$ cat config.mk
export PLATFORM = sky130hd
export DESIGN_NAME = alu_seq
export DESIGN_NICKNAME = d
export VERILOG_FILES = /design/src/rtl/alu_seq_pkg.sv /design/src/rtl/alu_muldiv.sv /design/src/rtl/alu_seq.sv
export SDC_FILE = /design/constraint.sdc
export NUM_CORES = 1
export LEC_CHECK = 0
export CORE_ASPECT_RATIO = 0.7
export CORE_UTILIZATION = 44
export CTS_CLUSTER_SIZE = 40
export DETAILED_ROUTE_END_ITERATION = 6
export SLEW_MARGIN = 20
export SYNTH_ARGS = -nofsm -noshare
export SYNTH_HDL_FRONTEND = slang
export SYNTH_HIERARCHICAL = 1
export SYNTH_SLANG_ARGS = --single-unit
$ cat constraint.sdc
create_clock -name clk -period 6.81 [get_ports clk]
set_clock_uncertainty 0.1 [all_clocks]
set_input_delay 2.043 -clock clk [delete_from_list [all_inputs] [get_ports clk]]
set_output_delay 2.043 -clock clk [all_outputs]
set_load 0.01 [all_outputs]
$ cat src/rtl/alu_seq_pkg.sv
// Shared definitions for the sequential ALU: opcodes, flag bit positions,
// the iterative-datapath mode encoding and the control FSM state type.
// Latency: n/a (definitions only). Backpressure: n/a.
package alu_seq_pkg;

  // ALUControl opcodes
  localparam logic [2:0] OP_ADD  = 3'b000;
  localparam logic [2:0] OP_SUB  = 3'b001;
  localparam logic [2:0] OP_AND  = 3'b010;
  localparam logic [2:0] OP_ORR  = 3'b011;
  localparam logic [2:0] OP_UMUL = 3'b100;
  localparam logic [2:0] OP_UDIV = 3'b101;
  localparam logic [2:0] OP_EOR  = 3'b110;
  localparam logic [2:0] OP_MOV  = 3'b111;

  // Bit positions inside ALUFlags = {N,Z,C,V}
  localparam int FLAG_N = 3;
  localparam int FLAG_Z = 2;
  localparam int FLAG_C = 1;
  localparam int FLAG_V = 0;

  // Iterative datapath mode
  localparam logic MODE_MUL = 1'b0;
  localparam logic MODE_DIV = 1'b1;

  typedef enum logic [1:0] {
    IDLE = 2'd0,
    ITER = 2'd1,
    FIN  = 2'd2
  } state_t;

endpackage

$ cat src/rtl/alu_muldiv.sv
// Shared iterative shift-register datapath: shift-add multiply or restoring divide.
// Latency: one step per cycle while run=1; WIDTH steps per operation; *_nxt are the post-step values.
// Backpressure: none; the controlling FSM decides when to load and step.
//
// Ports: clk, reset (async, active-high), load (capture a/b, clear accumulator
// and counter), run (perform one step), mode (MODE_MUL/MODE_DIV), a, b,
// acc_nxt/sh_nxt (accumulator and shift register after the current step),
// last (the current step is the final one).
// Divide stepping is only built when ALU_SEQ_DIV_EN is defined.
module alu_muldiv
  import alu_seq_pkg::*;
#(
  parameter int WIDTH = 32
) (
  input  logic             clk,
  input  logic             reset,
  input  logic             load,
  input  logic             run,
  input  logic             mode,
  input  logic [WIDTH-1:0] a,
  input  logic [WIDTH-1:0] b,
  output logic [WIDTH-1:0] acc_nxt,
  output logic [WIDTH-1:0] sh_nxt,
  output logic             last
);

  // One extra bit so the counter can reach WIDTH without wrapping.
  localparam int CW = $clog2(WIDTH) + 1;

  // acc: product high half / partial remainder
  // sh : multiplier being consumed into product low half / dividend becoming quotient
  logic [WIDTH-1:0] acc;
  logic [WIDTH-1:0] sh;
  logic [WIDTH-1:0] opnd;
  logic [CW-1:0]    cnt;

  logic [WIDTH:0]   mul_sum;
`ifdef ALU_SEQ_DIV_EN
  logic [WIDTH:0]   div_rem;
  logic [WIDTH-1:0] div_diff;
  logic             div_ge;
`endif

  always_ff @(posedge clk or posedge reset) begin
    if (reset) begin
      acc  <= '0;
      sh   <= '0;
      opnd <= '0;
      cnt  <= '0;
    end else if (load) begin
      acc  <= '0;
      sh   <= a;
      opnd <= b;
      cnt  <= '0;
    end else if (run) begin
      acc  <= acc_nxt;
      sh   <= sh_nxt;
      cnt  <= cnt + CW'(1);
    end
  end

  assign last = (cnt == CW'(WIDTH - 1));

  always_comb begin
    // Multiply: conditionally add multiplicand, then shift {acc,sh} right by one,
    // the carry-out landing in the top of acc.
    mul_sum = {1'b0, acc} + (sh[0] ? {1'b0, opnd} : '0);
    acc_nxt = mul_sum[WIDTH:1];
    sh_nxt  = {mul_sum[0], sh[WIDTH-1:1]};
`ifdef ALU_SEQ_DIV_EN
    // Divide: bring the next dividend bit into the remainder, subtract the
    // divisor when it fits and shift the resulting quotient bit into sh.
    // When div_ge holds the true difference is below opnd, so the low WIDTH
    // bits of the subtraction are exact.
    div_rem  = {acc, sh[WIDTH-1]};
    div_ge   = (div_rem >= {1'b0, opnd});
    div_diff = div_rem[WIDTH-1:0] - opnd;
    if (mode == MODE_DIV) begin
      acc_nxt = div_ge ? div_diff : div_rem[WIDTH-1:0];
      sh_nxt  = {sh[WIDTH-2:0], div_ge};
    end
`else
    if (mode == MODE_DIV) begin
      acc_nxt = acc;
      sh_nxt  = sh;
    end
`endif
  end

endmodule

$ cat src/rtl/alu_seq.sv
// Sequential ALU: single-cycle ADD/SUB/AND/ORR/EOR/MOV plus iterative UMUL/UDIV.
// Latency: 1 cycle for single-cycle ops (back-to-back accepted), WIDTH+1 for iterative ops.
// Backpressure: busy=1 during iteration; start is ignored while busy (no queueing).
//
// Ports: clk, reset (async, active-high), start, a, b, ALUControl (opcode),
// busy, done (one-cycle pulse), Result, Auxiliar (product high / remainder),
// ALUFlags {N,Z,C,V}.
// Define ALU_SEQ_DIV_EN to build the divider; otherwise opcode 101 is a
// single-cycle op returning zero.
module alu_seq
  import alu_seq_pkg::*;
#(
  parameter int WIDTH = 32
) (
  input  logic             clk,
  input  logic             reset,
  input  logic             start,
  input  logic [WIDTH-1:0] a,
  input  logic [WIDTH-1:0] b,
  input  logic [2:0]       ALUControl,
  output logic             busy,
  output logic             done,
  output logic [WIDTH-1:0] Result,
  output logic [WIDTH-1:0] Auxiliar,
  output logic [3:0]       ALUFlags
);

  state_t state, state_nxt;

  logic             div_iter;
  logic             iter_op;
  logic             load;
  logic             run;
  logic             sc_load;
  logic             fin_load;
  logic             mode_q;

  logic             is_sub;
  logic [WIDTH-1:0] b_op;
  logic [WIDTH:0]   add_sum;
  logic [WIDTH-1:0] sc_res;
  logic [WIDTH-1:0] sc_aux;
  logic             sc_c;
  logic             sc_v;
  logic [3:0]       sc_flags;
  logic [3:0]       it_flags;

  logic [WIDTH-1:0] acc_nxt;
  logic [WIDTH-1:0] sh_nxt;
  logic             last;

  // A zero divisor never iterates; it is answered by the single-cycle path.
`ifdef ALU_SEQ_DIV_EN
  assign div_iter = (ALUControl == OP_UDIV) && (b != '0);
`else
  assign div_iter = 1'b0;
`endif
  assign iter_op = (ALUControl == OP_UMUL) || div_iter;

  alu_muldiv #(.WIDTH(WIDTH)) u_muldiv (
    .clk     (clk),
    .reset   (reset),
    .load    (load),
    .run     (run),
    .mode    (mode_q),
    .a       (a),
    .b       (b),
    .acc_nxt (acc_nxt),
    .sh_nxt  (sh_nxt),
    .last    (last)
  );

  // FSM state register
  always_ff @(posedge clk or posedge reset) begin
    if (reset) state <= IDLE;
    else       state <= state_nxt;
  end

  // FSM next state and control strobes. FIN behaves like IDLE for accepting
  // a new start, so a new operation can issue in the completion cycle.
  always_comb begin
    state_nxt = state;
    load      = 1'b0;
    run       = 1'b0;
    sc_load   = 1'b0;
    case (state)
      IDLE, FIN: begin
        state_nxt = IDLE;
        if (start) begin
          if (iter_op) begin
            state_nxt = ITER;
            load      = 1'b1;
          end else begin
            sc_load   = 1'b1;
          end
        end
      end
      ITER: begin
        run = 1'b1;
        if (last) state_nxt = FIN;
      end
      default: state_nxt = IDLE;
    endcase
  end

  assign busy     = (state == ITER);
  assign fin_load = run && last;

  // Single-cycle results; SUB is a + ~b + 1 so C means "no borrow".
  always_comb begin
    is_sub  = (ALUControl == OP_SUB);
    b_op    = is_sub ? ~b : b;
    add_sum = {1'b0, a} + {1'b0, b_op} + {{WIDTH{1'b0}}, is_sub};
    sc_res  = '0;
    sc_aux  = '0;
    sc_c    = 1'b0;
    sc_v    = 1'b0;
    case (ALUControl)
      OP_ADD, OP_SUB: begin
        sc_res = add_sum[WIDTH-1:0];
        sc_c   = add_sum[WIDTH];
        sc_v   = (a[WIDTH-1] == b_op[WIDTH-1]) && (add_sum[WIDTH-1] != a[WIDTH-1]);
      end
      OP_AND: sc_res = a & b;
      OP_ORR: sc_res = a | b;
      OP_EOR: sc_res = a ^ b;
      OP_MOV: sc_res = b;
`ifdef ALU_SEQ_DIV_EN
      // Only reached with b == 0 (non-zero divisors iterate).
      OP_UDIV: begin
        sc_res = '1;
        sc_aux = a;
        sc_v   = 1'b1;
      end
`endif
      default: ;
    endcase
    sc_flags         = '0;
    sc_flags[FLAG_N] = sc_res[WIDTH-1];
    sc_flags[FLAG_Z] = (sc_res == '0);
    sc_flags[FLAG_C] = sc_c;
    sc_flags[FLAG_V] = sc_v;
  end

  // Iterative flags from the final-step values; multiply reports on the whole
  // 2*WIDTH product, divide on the quotient.
  always_comb begin
    it_flags = '0;
    if (mode_q == MODE_MUL) begin
      it_flags[FLAG_N] = acc_nxt[WIDTH-1];
      it_flags[FLAG_Z] = ({acc_nxt, sh_nxt} == '0);
    end else begin
      it_flags[FLAG_N] = sh_nxt[WIDTH-1];
      it_flags[FLAG_Z] = (sh_nxt == '0);
    end
  end

  // Output registers hold until the next accepted operation completes.
  always_ff @(posedge clk or posedge reset) begin
    if (reset) begin
      done     <= 1'b0;
      mode_q   <= MODE_MUL;
      Result   <= '0;
      Auxiliar <= '0;
      ALUFlags <= '0;
    end else begin
      done <= sc_load || fin_load;
      if (load) mode_q <= (ALUControl == OP_UDIV) ? MODE_DIV : MODE_MUL;
      if (sc_load) begin
        Result   <= sc_res;
        Auxiliar <= sc_aux;
        ALUFlags <= sc_flags;
      end else if (fin_load) begin
        Result   <= sh_nxt;
        Auxiliar <= acc_nxt;
        ALUFlags <= it_flags;
      end
    end
  end

endmodule
==> results of run 1 <==
==> critical path, stage by stage <==
cell,delay [ps]
clkdlybuf4s50_1,420
nor2_1,140
and2_2,240
buf_4,280
xnor2_1,100
ha_1,450
nand2_1,130
or2_1,290
nor4_1,560
a32oi_1,390
mux2i_1,310
nor2_1,80
nor4_1,220
nand4_1,110
nand4bb_1,240
o32ai_2,210
==> final cells by class <==
| type | instances | share of cell area [%] |
|---|---|---|
| sequential | 174 | 25.2 |
| clock inverter | 14 | 0.688 |
| tap | 435 | 3.15 |
| multi-input combinational | 1409 | 56.7 |
| timing repair buffer | 167 | 9.32 |
| clock buffer | 18 | 2.54 |
| inverter | 107 | 2.35 |
==> report_power, final <==
part           switching, mW  leakage, nW  internal, mW
sequential             0.352         2.16          1.48
clock                  0.478        0.271         0.489
combinational           2.07         5.04          1.54
total                   2.90         7.47          3.51
==> worst max-delay path by stage <==
stage | from | end | slack (ps) | cells past startpoint
final | ALUControl[1] | ALUFlags[2] | 850 | 16
after detailed placement | ALUControl[1] | ALUFlags[2] | 530 | 18
after CTS | ALUControl[1] | ALUFlags[2] | 990 | 18
after floorplan | ALUControl[2] | ALUFlags[2] | 630 | 18
after global routing | ALUControl[1] | ALUFlags[2] | 650 | 16
after global placement | ALUControl[1] | ALUFlags[2] | 550 | 16
==> metal layers <==
layer	up-vias	global-route usage, %	part of all wire [%]
li1	6588	-	-
met1	6775	44.6	49
met2	520	42.6	42
met3	60	4.79	6.6
met4	0	8.97	2.4
met5	-	0	0
==> cell families after synthesis <==
group,count (synthesis),synth area share [%]
and+or+nand+nor,574,18.4
DFF,174,29.1
xor gates and xnor gates,69,4.04
muxes,132,10.1
adders and majority gates,133,11.2
buffers and inverters,210,5.64
AOI/OAI and AO/OA,501,21.4
==> through the flow <==
step	utilization [%]	instance area, um2	power [mW]
2_1_floorplan	-	15000	4.22
3_3_place_gp	49.9	16700	5.33
3_5_place_dp	49.9	16700	5.39
4_1_cts	51.6	17300	6.39
5_1_grt	51.6	17300	6.89
6_report	51.6	17300	6.41
==> layout by cell type (no fill, tap or decap), drive strengths merged, types with 29 or more instances in the layout <==
cell / instances
a21oi: 139
and2: 49
buf: 29
clkdlybuf4s50: 138
dfrtp: 174
ha: 131
inv: 114
mux2: 67
mux2i: 56
nand2: 226
nand3: 42
nor2: 102
o21ai: 152
xnor2: 48
==> sequential cells by signal, indices dropped and copies added, names as in the netlist, 2 cells and up <==
signal and cells:
Auxiliar 32, Result 32, u_muldiv/acc 32, u_muldiv/opnd 32, u_muldiv/sh 32, u_muldiv/cnt 6
ALUFlags 4, state 2
==> flow_summary_export.csv, run 1 <==
group,metric,value,unit
run_status,status,"completed",
detailed_routing,ant_nets,0,
grt,grt_usage,29.5,%
placement,hpwl,38800,um
final_layout,fill_cells,3185,
clock_tree,htree_num_levels,4,
yosys,seq_area_frac_synth,29.1,%
yosys,yosysUniqueCellTypes,84,
setup_path,start_kind,"input port",
yosys,syn_area_per_cell,8.35,um2
setup_path,critPathArrivalTime,6230,ps
clock_tree,cts_buffer_depth,2,
final_layout,multi_input_area,0.00979,mm2
timing,hold_viol,0,
yosys,synthCells,1793,
clock_tree,cts_setup_buffers,0,
setup_path,required,7080,ps
power_and_ir_drop,power.density,371,mW/mm2
yosys,synth_nets,1996,
grt,first_global_vias,12980,
detailed_routing,vias,13943,
final_layout,ff_latch_area,0.00436,mm2
detailed_routing,routedWlPerCell,21.9,um
worst_hold_path,hold_depth,1,
timing,fin_tns_setup,0,ps
clock_tree,cts_tree,"built",
floorplanning,die-area,0.0348,mm2
yosys,ys.flop_type,"dfrtp_1",
timing,period_needed,5960,ps
clock_tree,cts_buffers,17,
setup_path,path_class,"input port to register",
worst_hold_path,hp-start,"Result[23]",
detailed_routing,drtPass1Iterations,6,
power_and_ir_drop,vdd_drop_max,0.233,mV
final_layout,instances_no_fill,2324,
setup_path,worstReg2RegStart,"u_muldiv/sh[0]",
clock_tree,ctsHoldBuffers,0,
timing,timing.final.ws_setup,848,ps
yosys,ys_top_cells_by_area,"dfrtp_1 (29%), ha_1 (11%), nand2_1 (5.7%)",
clock_tree,cts_resized,0,
job,maxCapViolations,0,
placement,dp_slack,531,ps
floorplanning,rows,56,
placement,gp_congestion,0.955,
grt,grt_max_degree,83,
yosys,yosys.area.top_type,"dfrtp_1",
timing,fin_crit_sh,87.5,%
timing,maxSlewHeadroom,36.9,%
yosys,synth_top_cell_area_share,29.1,%
final_layout,n_antenna_cell,0,
power_and_ir_drop,leakage,7.47,nW
yosys,ys_warn_count,6,
timing,setup_viol,0,
floorplanning,boundaryPins,140,
clock_tree,clkTransAtPathRegs,80,ps
clock_tree,insertion_delay,460,ps
timing,fmax,168,MHz
yosys,synth_area,0.0150,mm2
grt,grt_pass1_wl,78000,um
timing,worst_pin_slew,947,ps
detailed_routing,drt-total-wl,50800,um
worst_hold_path,worstHoldEndpoint,"Result[23]",
clock_tree,cts.sinks,174,
detailed_routing,drt-initial-drc-count,1413,
final_layout,nets,2079,
floorplanning,die_y,156,um
setup_path,r2r_cells,18,
floorplanning,start_util,44.7,%
worst_hold_path,hold_class,"register to register",
setup_path,reg2reg_to,"ALUFlags[2]",
grt,antenna_found_initial,2,
yosys,ys_top_cells_by_count,"nand2_1 (226), dfrtp_1 (174), o21ai_0 (148)",
setup_path,worst_setup_path_end_kind,"register",
placement,dp.cells,2292,
detailed_routing,avgViaCountPerCell,6.00,
detailed_routing,post-route-drc-count,0,
setup_path,cp_max_fo,12,
yosys,postSynth.asyncResetShare,100,%
placement,portBuffers,139,
timing,hold_ws,397,ps
setup_path,reg2reg_slack,1420,ps
yosys,synth_edf_count,0,
final_layout,areaGrowthSynthToFinish,15.4,%
timing,maxSlewViolCount,0,
yosys,synth_most_common_cell,"nand2_1",
clock_tree,cts-root-buf,"clkbuf_16",
grt,globalRouteOverflowTotal,0,
floorplanning,die_w,222,um
floorplanning,core,0.0335,mm2
timing,rsz0062_at_grt,"no",
yosys,ys_seq_elements,174,
final_layout,drive_gt1_share,9.48,%
(Power assumes the default switching activity.)
==> inputs of run 2 (changes only) <==
- CTS_BUF_LIST: unset -> sky130_fd_sc_hd__clkbuf_8
==> flow_summary_export.csv, run 2 (synthesis gave the netlist of run 1 again) <==
group,metric,value,unit
placement,hpwl,38800,um
timing,maxSlewViolCount,0,
job,maxCapViolations,0,
power_and_ir_drop,leakage,7.39,nW
floorplanning,rows,56,
power_and_ir_drop,vdd_drop_max,0.188,mV
timing,setup_viol,0,
clock_tree,cts_buffers,17,
final_layout,ff_latch_area,0.00436,mm2
grt,antenna_found_initial,2,
setup_path,r2r_cells,18,
clock_tree,insertion_delay,500,ps
clock_tree,cts.sinks,174,
detailed_routing,drt-initial-drc-count,1474,
final_layout,utilization,51.0,%
floorplanning,die-area,0.0348,mm2
worst_hold_path,hold_depth,1,
timing,hold_ws,405,ps
run_status,status,"completed",
timing,fin_crit_sh,86.7,%
detailed_routing,post-route-drc-count,0,
setup_path,worst_setup_path_end_kind,"register",
grt,globalRouteOverflowTotal,0,
detailed_routing,drt-total-wl,50700,um
setup_path,reg2reg_to,"ALUFlags[2]",
final_layout,drive_gt1_share,9.48,%
clock_tree,clkTransAtPathRegs,110,ps
timing,hold_viol,0,
clock_tree,cts_tree,"built",
detailed_routing,vias,14018,
timing,worst_pin_slew,1040,ps
clock_tree,cts-root-buf,"clkbuf_8",
placement,gp_congestion,0.955,
worst_hold_path,hold_class,"register to register",
final_layout,multi_input_area,0.00979,mm2
setup_path,required,7130,ps
floorplanning,die_w,222,um
setup_path,cp_max_fo,12,
setup_path,reg2reg_slack,1450,ps
setup_path,path_class,"input port to register",
clock_tree,cts_resized,0,
final_layout,instances_no_fill,2325,
detailed_routing,drtPass1Iterations,5,
final_layout,areaGrowthSynthToFinish,14.1,%
setup_path,crit_start,"ALUControl[1]",
floorplanning,boundaryPins,140,
grt,grt_pass1_wl,77900,um
timing,fin_tns_setup,0,ps
detailed_routing,avgViaCountPerCell,6.03,
grt,grt_max_degree,83,
power_and_ir_drop,power.density,361,mW/mm2
timing,period_needed,5900,ps
final_layout,layout_common_cells,"nand2_1 (225), dfrtp_1 (173), o21ai_0 (148), clkdlybuf4s50_1 (138), a21oi_1 (136)",
final_layout,layout_commonest_cell,"nand2_1",
setup_path,critPathArrivalTime,6230,ps
floorplanning,core,0.0335,mm2
final_layout,nets,2079,
timing,fmax,169,MHz
clock_tree,cts_setup_buffers,0,
placement,dp.cells,2292,
timing,rsz0062_at_grt,"no",
clock_tree,ctsHoldBuffers,0,
setup_path,worstReg2RegStart,"u_muldiv/sh[0]",
clock_tree,cts_buffer_depth,2,
clock_tree,htree_num_levels,4,
detailed_routing,routedWlPerCell,21.8,um
final_layout,fill_cells,3209,
setup_path,cp-endpoint,"ALUFlags[2]",
grt,grt_usage,29.4,%
placement,portBuffers,139,
timing,maxSlewHeadroom,30.8,%
detailed_routing,ant_nets,0,
grt,first_global_vias,12954,
floorplanning,start_util,44.7,%
worst_hold_path,hp-start,"Result[23]",
floorplanning,die_y,156,um
setup_path,start_kind,"input port",
power_and_ir_drop,finalPower,6.16,mW
-- run 2: worst min path at each step --
stage | to | slack [ps]
floorplan | u_muldiv/opnd[19] | 370
global placement | Result[9] | 370
detailed placement | Result[23] | 380
CTS | Result[29] | 410
global route | Result[23] | 420
finish | Result[23] | 410
-- run 2: report_power, final --
part	internal (mW)	switching [mW]	total, mW
Sequential	1.47	0.350	1.82
Combinational	1.54	2.07	3.61
Clock	0.274	0.451	0.725
Total	3.29	2.87	6.16
-- run 2: per-stage QoR --
step | setup WS (ps) | area, um2
2_1_floorplan | 625 | 15000
3_3_place_gp | 545 | 16700
3_5_place_dp | 531 | 16700
4_1_cts | 1050 | 17100
5_1_grt | 724 | 17100
6_report | 908 | 17100
-- run 2: routing by layer --
metal | vias to the layer above | track usage, % | part of all wire [%]
met4 | 0 | 9.23 | 2.5
met1 | 6800 | 44.4 | 49
met3 | 72 | 5.07 | 6.9
met2 | 553 | 42.1 | 41
li1 | 6593 | - | -
met5 | - | 0 | 0
-- run 2: cell type report --
type                            instances  area share, %
Antenna cell                            1         0.0147
Clock buffer                           18           1.45
Clock inverter                         14          0.696
Inverter                              107           2.37
Multi-Input combinational cell       1409           57.4
Sequential cell                       174           25.5
Tap cell                              435           3.19
Timing Repair Buffer                  167           9.42
-- run 2: worst max-delay path, cell delays in order --
cell and delay, ps:
clkdlybuf4s50_1 420, nor2_1 140, and2_2 240, buf_4 280
xnor2_1 100, ha_1 450, nand2_1 130, or2_1 290
nor4_1 550, a32oi_1 400, mux2i_1 310, nor2_1 80
nor4_1 230, nand4_1 110, nand4bb_1 240, o32ai_2 210
